**src/rtl/mmu_pager.sv**
```systemverilog
// Single-level pager: 16 x 4 KB pages over a 16-bit virtual space, combinational
// translation in the access cycle, and a latched page-fault report to the CPU.
module mmu_pager #(
  parameter int PPN_W  = 8,
  parameter int NPAGES = 16
) (
  input  logic               clk,
  input  logic               reset,
  input  logic [15:0]        i_vaddr,
  input  logic               i_re,
  input  logic               i_we,
  input  logic               i_be,
  input  logic               i_super,
  input  logic               i_paging_en,
  input  logic               i_pt_we,
  input  logic [3:0]         i_pt_idx,
  input  logic [PPN_W+2:0]   i_pt_data,
  input  logic               i_fault_ack,
  output logic [PPN_W+11:0]  o_paddr,
  output logic               o_mem_re,
  output logic               o_mem_we,
  output logic               o_mem_be,
  output logic               o_page_fault,
  output logic [15:0]        o_fault_vaddr,
  output logic [1:0]         o_fault_cause
);

  localparam logic [1:0] CAUSE_NONE    = 2'b00;
  localparam logic [1:0] CAUSE_INVALID = 2'b01;
  localparam logic [1:0] CAUSE_WRPROT  = 2'b10;
  localparam logic [1:0] CAUSE_USER    = 2'b11;

  typedef enum logic {
    ST_IDLE  = 1'b0,
    ST_FAULT = 1'b1
  } state_t;

  state_t             r_state;
  logic               r_page_fault;
  logic [15:0]        r_fault_vaddr;
  logic [1:0]         r_fault_cause;
  logic [PPN_W+2:0]   r_pt [NPAGES];

  logic [3:0]         w_vpn;
  logic [PPN_W+2:0]   w_entry;
  logic               w_valid;
  logic               w_writable;
  logic               w_user;
  logic [PPN_W-1:0]   w_ppn;
  logic               w_xlate;
  logic [1:0]         w_cause;
  logic               w_detect;
  logic               w_block_user;

  // Entries must be clearable in one cycle, so the table lives in flops.
  generate
    for (genvar gi = 0; gi < NPAGES; gi++) begin : g_pt
      always_ff @(posedge clk) begin
        if (reset) begin
          r_pt[gi] <= '0;
        end else if (i_pt_we && (i_pt_idx == 4'(gi))) begin
          r_pt[gi] <= i_pt_data;
        end
      end
    end
  endgenerate

  assign w_vpn      = i_vaddr[15:12];
  // While reset is held the table is already considered empty.
  assign w_entry    = reset ? '0 : r_pt[w_vpn];
  assign w_valid    = w_entry[PPN_W+2];
  assign w_writable = w_entry[PPN_W+1];
  assign w_user     = w_entry[PPN_W];
  assign w_ppn      = w_entry[PPN_W-1:0];
  assign w_xlate    = i_paging_en && !i_super;

  always_comb begin
    w_cause = CAUSE_NONE;
    if (!w_valid) begin
      w_cause = CAUSE_INVALID;
    end else if (!w_user) begin
      w_cause = CAUSE_USER;
    end else if (i_we && !w_writable) begin
      w_cause = CAUSE_WRPROT;
    end
  end

  assign w_detect     = w_xlate && (i_re || i_we) && (w_cause != CAUSE_NONE) &&
                        (r_state == ST_IDLE);
  assign w_block_user = (r_state == ST_FAULT) && !i_super;

  assign o_paddr  = w_xlate ? {w_ppn, i_vaddr[11:0]} : {{(PPN_W-4){1'b0}}, i_vaddr};
  assign o_mem_re = i_re && !w_detect && !w_block_user;
  assign o_mem_we = i_we && !w_detect && !w_block_user;
  assign o_mem_be = i_be;

  always_ff @(posedge clk) begin
    if (reset) begin
      r_state       <= ST_IDLE;
      r_page_fault  <= 1'b0;
      r_fault_vaddr <= '0;
      r_fault_cause <= CAUSE_NONE;
    end else begin
      case (r_state)
        ST_IDLE: begin
          if (w_detect) begin
            r_state       <= ST_FAULT;
            r_page_fault  <= 1'b1;
            r_fault_vaddr <= i_vaddr;
            r_fault_cause <= w_cause;
          end
        end
        ST_FAULT: begin
          // Captured fields persist after the ack until the next fault.
          if (i_fault_ack) begin
            r_state      <= ST_IDLE;
            r_page_fault <= 1'b0;
          end
        end
        default: r_state <= ST_IDLE;
      endcase
    end
  end

  assign o_page_fault  = r_page_fault;
  assign o_fault_vaddr = r_fault_vaddr;
  assign o_fault_cause = r_fault_cause;

endmodule

```
**config.mk**
```make
export PLATFORM = sky130hd
export DESIGN_NAME = mmu_pager
export DESIGN_NICKNAME = d
export VERILOG_FILES = /design/src/rtl/mmu_pager.sv
export SDC_FILE = /design/constraint.sdc
export NUM_CORES = 1
export LEC_CHECK = 0
export CELL_PAD_IN_SITES_DETAIL_PLACEMENT = 0
export CELL_PAD_IN_SITES_GLOBAL_PLACEMENT = 1
export CORE_ASPECT_RATIO = 0.75
export CORE_MARGIN = 1.5
export CORE_UTILIZATION = 35
export CTS_BUF_LIST = sky130_fd_sc_hd__clkbuf_8
export CTS_CLUSTER_SIZE = 24
export DETAILED_ROUTE_END_ITERATION = 6
export PLACE_DENSITY_LB_ADDON = 0.1
export SYNTH_ARGS = -nofsm -noshare
export SYNTH_HDL_FRONTEND = slang
export SYNTH_SLANG_ARGS = --single-unit
```
**constraint.sdc**
```tcl
create_clock -name clk -period 5.2 [get_ports clk]
set_clock_uncertainty 0.15 [all_clocks]
set_input_delay 1.56 -clock clk [delete_from_list [all_inputs] [get_ports clk]]
set_output_delay 1.56 -clock clk [all_outputs]
set_load 0.005 [all_outputs]
```
-- Yosys cells after proc, flatten, opt, wreduce, memory -nomap -nowiden
Memories as Yosys holds them, arrays and structs flattened.
Cells that the tools add are included.
- eq/ne operators: 17
- reductions and logical operators: 35
- muxes and demuxes: 77
- bitwise operators: 17
- operator list (cell ; count):
    $mux W11 ; 17
    $mux W1 ; 54
    $eq A4 B4 Y1 const B ; 8
    $logic_and A1 B1 Y1 ; 26
    $mux W20 ; 1
    $eq A4 B3 Y1 const B ; 4
    $or A1 B1 Y1 ; 16
    $eq A4 B2 Y1 const B ; 2
    $mux W2 ; 3
    $eq A4 B1 Y1 const B ; 1
    $logic_not A1 Y1 ; 4
    $logic_not A4 Y1 ; 1
    $ne A2 B2 Y1 const B ; 2
    $pmux W1 S2 ; 2
    $reduce_and A2 Y1 ; 2
    $reduce_bool A2 Y1 ; 1
    $logic_or A1 B1 Y1 ; 1
    $not A1 Y1 ; 1
- memory bits (writable): 176
- input bits: 40
- word-level logic and storage cells: 151
- flip-flop bits (word level): 20
- memories kept: 1
- output and inout port bits: 42
- memories (name ; words ; bits a word ; rd ports ; clocked after memory_dff ; wr ports ; line ; source):
    r_pt ; 16 ; 11 ; 1 ; 0 ; 16 ; 42 ; logic [PPN_W+2:0] r_pt [NPAGES];

-- Depth between registers and ports, before layout
An unclocked memory read counts as a cell.
- depth in word-level cells: 13
- gate-level depth with buffers: 9
- mapped depth without buffers: 5

-- Worst setup path after synthesis
OpenSTA, ideal clock, no wires.
- path kind: input to output
- start: in i_vaddr[12]
- end: out o_paddr[12]
- path buffers: 3
- data arrival time: 3408 ps
- stages: 6
- slack: 82 ps
- required time: 3490 ps
- path through: buf_2 > buf_4 > buf_2 > mux4_2 > mux4_2 > a22o_1
- longest elaborated chain between the ends: 3
- ends and longest elaborated chain (item ; line ; source):
    from (decl) ; 9 ; input logic [15:0] i_vaddr,
    $mem_v2 Z16 W11 ; n/a ;
    $mux W11 ; 70 ; assign w_entry = reset ? '0 : r_pt[w_vpn];
    $mux W20 * ; 92 ; assign o_paddr = w_xlate ? {w_ppn, i_vaddr[11:0]} : {{(PPN_W-4){1'b0}}, i_vaddr};
    to (decl) ; 19 ; output logic [PPN_W+11:0] o_paddr,
Mark *: on every way between the ends. The rest lies on a longest branch, timed or not.

-- Worst setup path in the final report
- start: in i_vaddr[13]
- end: out o_paddr[18]
- longest elaborated chain between the ends: 3
- ends and longest elaborated chain (item ; line):
    $mem_v2 Z16 W11 ; n/a
    $mux W11 ; 70
    $mux W20 ; 92
No other way between the ends.

==> run metrics <==
hold path endpoint=o_fault_cause[1]; static leakage=4.09 nW; Highest Signal Layer=met4; Core Region=27000 um2; Hold Crit Start=o_fault_cause[1]; Simple-Gate Fraction of Synth Area=0.178; Synth Area in XOR/XNOR=0; Crit Path Category=in2out; Final ANT Viol Nets=0; CTS clk-pin slew, worst paths=0.10 ns; crit path capture type=output pin; initial core utilization=0.357; Core Rows=52; Max-Cap Viols=0; maximum buffer depth of the clock tree=2; Final Critical Period=5.16 ns; initial antenna violation count=0; area grow syn2layout=20.4%; Yosys cell types=40; Placed Cells=1108; worst slew pin tran=1.08 ns; Nets=829; startpoint types=input pin; die span in y=147 um; number of synthesis warnings=0; Total Wirelength=28600 um; Routed met3 length=1570 um; Worst Hold Path Cells=2; clock share of power=0.286; met1 WL=14100 um; drt via density=5.25; Ports=82; setup_tns=0 ns; via count=6067; vias in the first global route=6111; Async SR Flop Fraction=0; adder-cell area share of the yosys netlist=0; most frequent cells in the layout=and2_1, edfxtp_1, clkdlybuf4s50_1, buf_4, mux4_2; Non-Filler Instances=1155; RSZ-0062 raised after global routing=false; Starting DRT DRC Count=553; syn avg cell area=13.8 um2; first-pass detailed-route iteration total=6; CTS buffer count=17; clock sinks=196; crit path max fanout=10; DR DRC count=0; Die Width=195 um; switching share of power=0.260; status=completed; setup violators final=0; DP Wirelength=19600 um; Power Internal=2.42 mW; required time of the critical path=3.49 ns; clock root buffer master=clkbuf_8; Hold Violations, Final=0; Synth Register Bits=196; fillers=2469; share of layout cells above drive strength 1=0.223; largest net degree at the start of global routing=63; R2R Path End=o_fault_vaddr[15]; WL met2=12800 um; Slew Limit Fails=0; RePlAce Congestion=0.810; # port buffers=79; Main synth FF type=edfxtp_1; CTS tree=built; f_max=0.194 GHz; sequential area share after synthesis=0.591; Comb power frac=0.148; Crit. Startpoint=i_vaddr[13]; syn nets=736; Total Power=3.27 mW; Net Sw Power=851 uW; GRT overflow=0; Final period util=0.992; commonest non-fill, non-tap cell in the layout=and2_1; Gate Count Post-Synth=696; mux contribution to synthesized area=0.131; arrival time worst endpoint=3.45 ns; Cell Pwr Density=282 nW/um2; HP Class=reg2reg; r2r startpoint=r_pt[15][9]; cell area after synthesis=9630 um2; sequential power share=0.566; EDFF count, synth=176; VDD IR-drop max=0.000169 V; drt wl/cell=24.8 um; full die area=28500 um2; reg-to-reg slack, setup=2.64 ns; gr usage total=0.204; FF-to-FF path depth=7; Compound-Gate Fraction of Synth Area=0.0585; Clock Latency Late Sink=0.48 ns; Max-slew headroom=0.277; Layout Utilization=0.429; H-tree depth=4; first-pass GRT wire length=41500 um; largest family of logic cells by synthesized area=simple AND/OR/NAND/NOR gates
-- power groups by stage --
stage               Sequential, mW  Combinational [mW]  Clock [mW]
finish                        1.85               0.484       0.935
global route                  1.86               0.516        1.01
CTS                           1.85               0.479       0.950
detailed placement            1.88               0.463           0
global placement              1.88               0.456           0
floorplan                     1.86               0.253           0
-- synth_stat cells (2+ instances only) --
cell,number,area [um2]
inv_1,5,18.8
dfxtp_1,20,400
nor2_1,11,41.3
o211ai_1,6,45.0
edfxtp_1,176,5290
o21ai_0,2,10.0
nand3b_1,2,15.0
buf_6,3,33.8
nand2_1,25,93.8
nor3b_1,16,120
or2_2,2,12.5
clkbuf_1,47,176
mux4_2,51,1150
nor3_1,9,45.0
nand3_1,17,85.1
buf_1,2,7.51
o21bai_1,12,90.1
a21oi_1,8,40.0
and2_1,181,1130
o21a_1,3,22.5
a22oi_1,15,113
buf_2,8,40.0
mux2_2,5,56.3
nor2b_1,17,106
buf_4,15,113
mux2i_1,6,60.1
nand2b_1,6,37.5
a22o_1,2,17.5
o211ai_2,11,138
a21o_1,3,22.5
-- flip-flops by register name, indices dropped and copies added (netlist names) --
| signal | count |
|---|---|
| r_pt | 176 |
| o_fault_cause | 2 |
| o_page_fault | 1 |
| o_fault_vaddr | 16 |
| r_state | 1 |
-- worst max-delay path by stage --
stage	endpoint	slack, ns	cells after the start
after floorplan	o_paddr[12]	0.08	6
after global routing	o_paddr[18]	0.005	8
after global placement	o_mem_we	-0.28	8
after detailed placement	o_mem_we	-0.29	8
after CTS	o_mem_we	-0.12	8
final	o_paddr[18]	0.04	9
-- cell families (layout without fill, tap and decap cells) --
family | after synthesis | in the layout
buf+inv | 81 | 187
compound gates | 68 | 68
flops | 196 | 196
other cells | 0 | 2
mux | 62 | 62
simple gates | 289 | 289
-- metrics by stage --
stage                     setup slack (ns)  instance area [um2]  hold WS (ns)
after CTS                           -0.121                11500         0.339
after global routing               0.00509                11600         0.348
after detailed placement            -0.286                11000         0.319
after floorplan                     0.0818                 9630         0.313
after global placement              -0.284                11000         0.322
final                               0.0415                11600         0.336
-- final cells by class --
class / instances / area [um2] / share of cell area
diodes: 2 / 5.00 / 0.000432
clock buffers: 17 / 234 / 0.0202
clock inverters: 15 / 116 / 0.0100
inverters: 5 / 18.8 / 0.00162
multi-input cells: 419 / 3560 / 0.307
flip-flops and latches: 196 / 5690 / 0.490
well taps: 351 / 439 / 0.0379
repair buffers: 150 / 1530 / 0.132
-- worst max-delay path, cell delays in order --
cell,delay [ns]
buf_6,0.12
clkbuf_16,0.16
buf_4,0.14
buf_12,0.14
buf_4,0.13
mux4_2,0.30
mux4_2,0.45
and2_1,0.17
dlygate4sd2_1,0.25
-- layer usage --
layer  global-route usage  vias to the layer above
met1                0.305                     3163
li1                     -                     2726
met4               0.0355                        0
met3               0.0423                       17
met2                0.307                      161
met5                    0                        -
-- repair_timing --
item,CTS,global route
pin swaps,0,1
gates resized for setup,20,12
setup buffers,6,3
endpoints found under the setup margin,10,5
hold buffers,0,0
gates cloned,2,2
Note: power is estimated with default switching activity, not from simulation.
==> RTL edit (same flow settings) <==
`PPN_W`: 8 -> 6.
--- a/src/rtl/mmu_pager.sv
+++ b/src/rtl/mmu_pager.sv
@@ -1,7 +1,7 @@
 // Single-level pager: 16 x 4 KB pages over a 16-bit virtual space, combinational
 // translation in the access cycle, and a latched page-fault report to the CPU.
 module mmu_pager #(
-  parameter int PPN_W  = 8,
+  parameter int PPN_W  = 6,
   parameter int NPAGES = 16
 ) (
   input  logic               clk,
Interface: changed (resized i_pt_data and o_paddr); port bits go from 82 to 78. No check against the original RTL was run, so the function may have changed too.
==> RTL edit against the original RTL <==
  * Routed wire length is 17% lower
  * Worst setup slack worse by 0.0050 ns
  * Sequential cell count decreased by 32
  * Design area shrank 15%
  * Maximum frequency hardly changed
  * Total power fell by 12%
  * Synthesized area fell by 16%
  * Register-to-register slack got worse by 0.15 ns
  * Sequential share of layout area down 1.2 points
==> RTL edit: results (changes against the original RTL) <==
| Metric | Value |
|---|---|
| Fraction of layout cells with a size suffix above 1 | 19.97% (-2.3 points) |
| Mux share of post-synthesis cell area | 11.71% (-1.4 points) |
| Register-to-register setup slack | 2.49 ns (-0.15 ns) |
| Compound-Gate Fraction of Synth Area | 5.395% (-0.45 points) |
| DRT iter0 DRCs | 513 (-7.2%) |
| Drt first pass iters | 5 (-1) |
| Number of flops mapped to enable cells by yosys | 144 (-18%) |
| GRT Overall Usage | 20.42% (+0.054 points) |
| Slew Limit Headroom | 21.73% (-6.0 points) |
| Multi-input gate count | 383 (-8.6%) |
| Signal buffers | 135 (-10%) |
| Setup crit start | i_vaddr[12] |
| FF-to-FF Start | r_pt[15][7] |
| Fmax | 0.1937 GHz (about the same) |
| Yosys cell types | 39 (-2.5%) |
| Synth area leaders | edfxtp_1, and2_1, mux4_2 |
| FF+latch count, synth | 164 (-16%) |
| Worst Hold End | o_page_fault |
| Placed instance area | 9276 µm² (-16%) |
| R2r worst-path depth | 5 (-2) |
| Fill count | 2069 (-16%) |
| GPL Wtd Cong | 0.8584 (+6.0%) |
| # diodes | 0 (-2) |
| CP Max Fanout | 5 (-5) |
| Syn-to-layout area delta | 22.43% |
| Cell count after placement | 965 (-13%) |
| Reg2reg end | o_fault_cause[0] |
| Sequential Power Share | 53.8% (-2.8 points) |
| Seq/Total Area, Yosys | 58.54% (-0.51 points) |
| Vias in the first global route | 5182 (-15%) |
| Crit path to | o_paddr[12] |
| Initial antenna violation count | 1 (+1) |
| Post-CTS Resized | 30 (+50%) |
| Register area | 4725 µm² (-17%) |
| Syn_nets | 644 (-13%) |
| Post-route non-filler standard cell count | 1010 (-13%) |
| Largest net degree at the start of global routing | 64 (+1.6%) |
| Status | finished clean |
[RTL edit: cell types whose count changed after synthesis, sizes merged, moves of 3 or more]
| cell | change |
|---|---|
| and2 | -34 |
| edfxtp | -32 |
| nand4 | +18 |
| o211ai | -18 |
| nand2 | -14 |
| o21ai | +14 |
| clkbuf | -13 |
| mux4 | -11 |
| buf | -6 |
| mux2 | -5 |
| nor2 | +5 |
| inv | -3 |
| nand3 | +3 |
[RTL edit: routing by layer]
metal / routed length (µm) / up-vias / track usage (%) / part of all wire, %
li1: - / 2442 / - / -
met1: 12050 / 2779 / 32.15 / 51
met2: 10110 / 172 / 28.40 / 42
met3: 1568 / 6 / 5.068 / 6.6
met4: 71 / 0 / 3.611 / 0.30
met5: 0 / - / 0 / 0
[RTL edit: worst max-delay path, stage by stage]
cell and delay (ns):
buf_12 0.12, buf_12 0.14, buf_6 0.11, mux4_2 0.54
mux4_2 0.49, a22o_1 0.22, dlygate4sd2_1 0.27
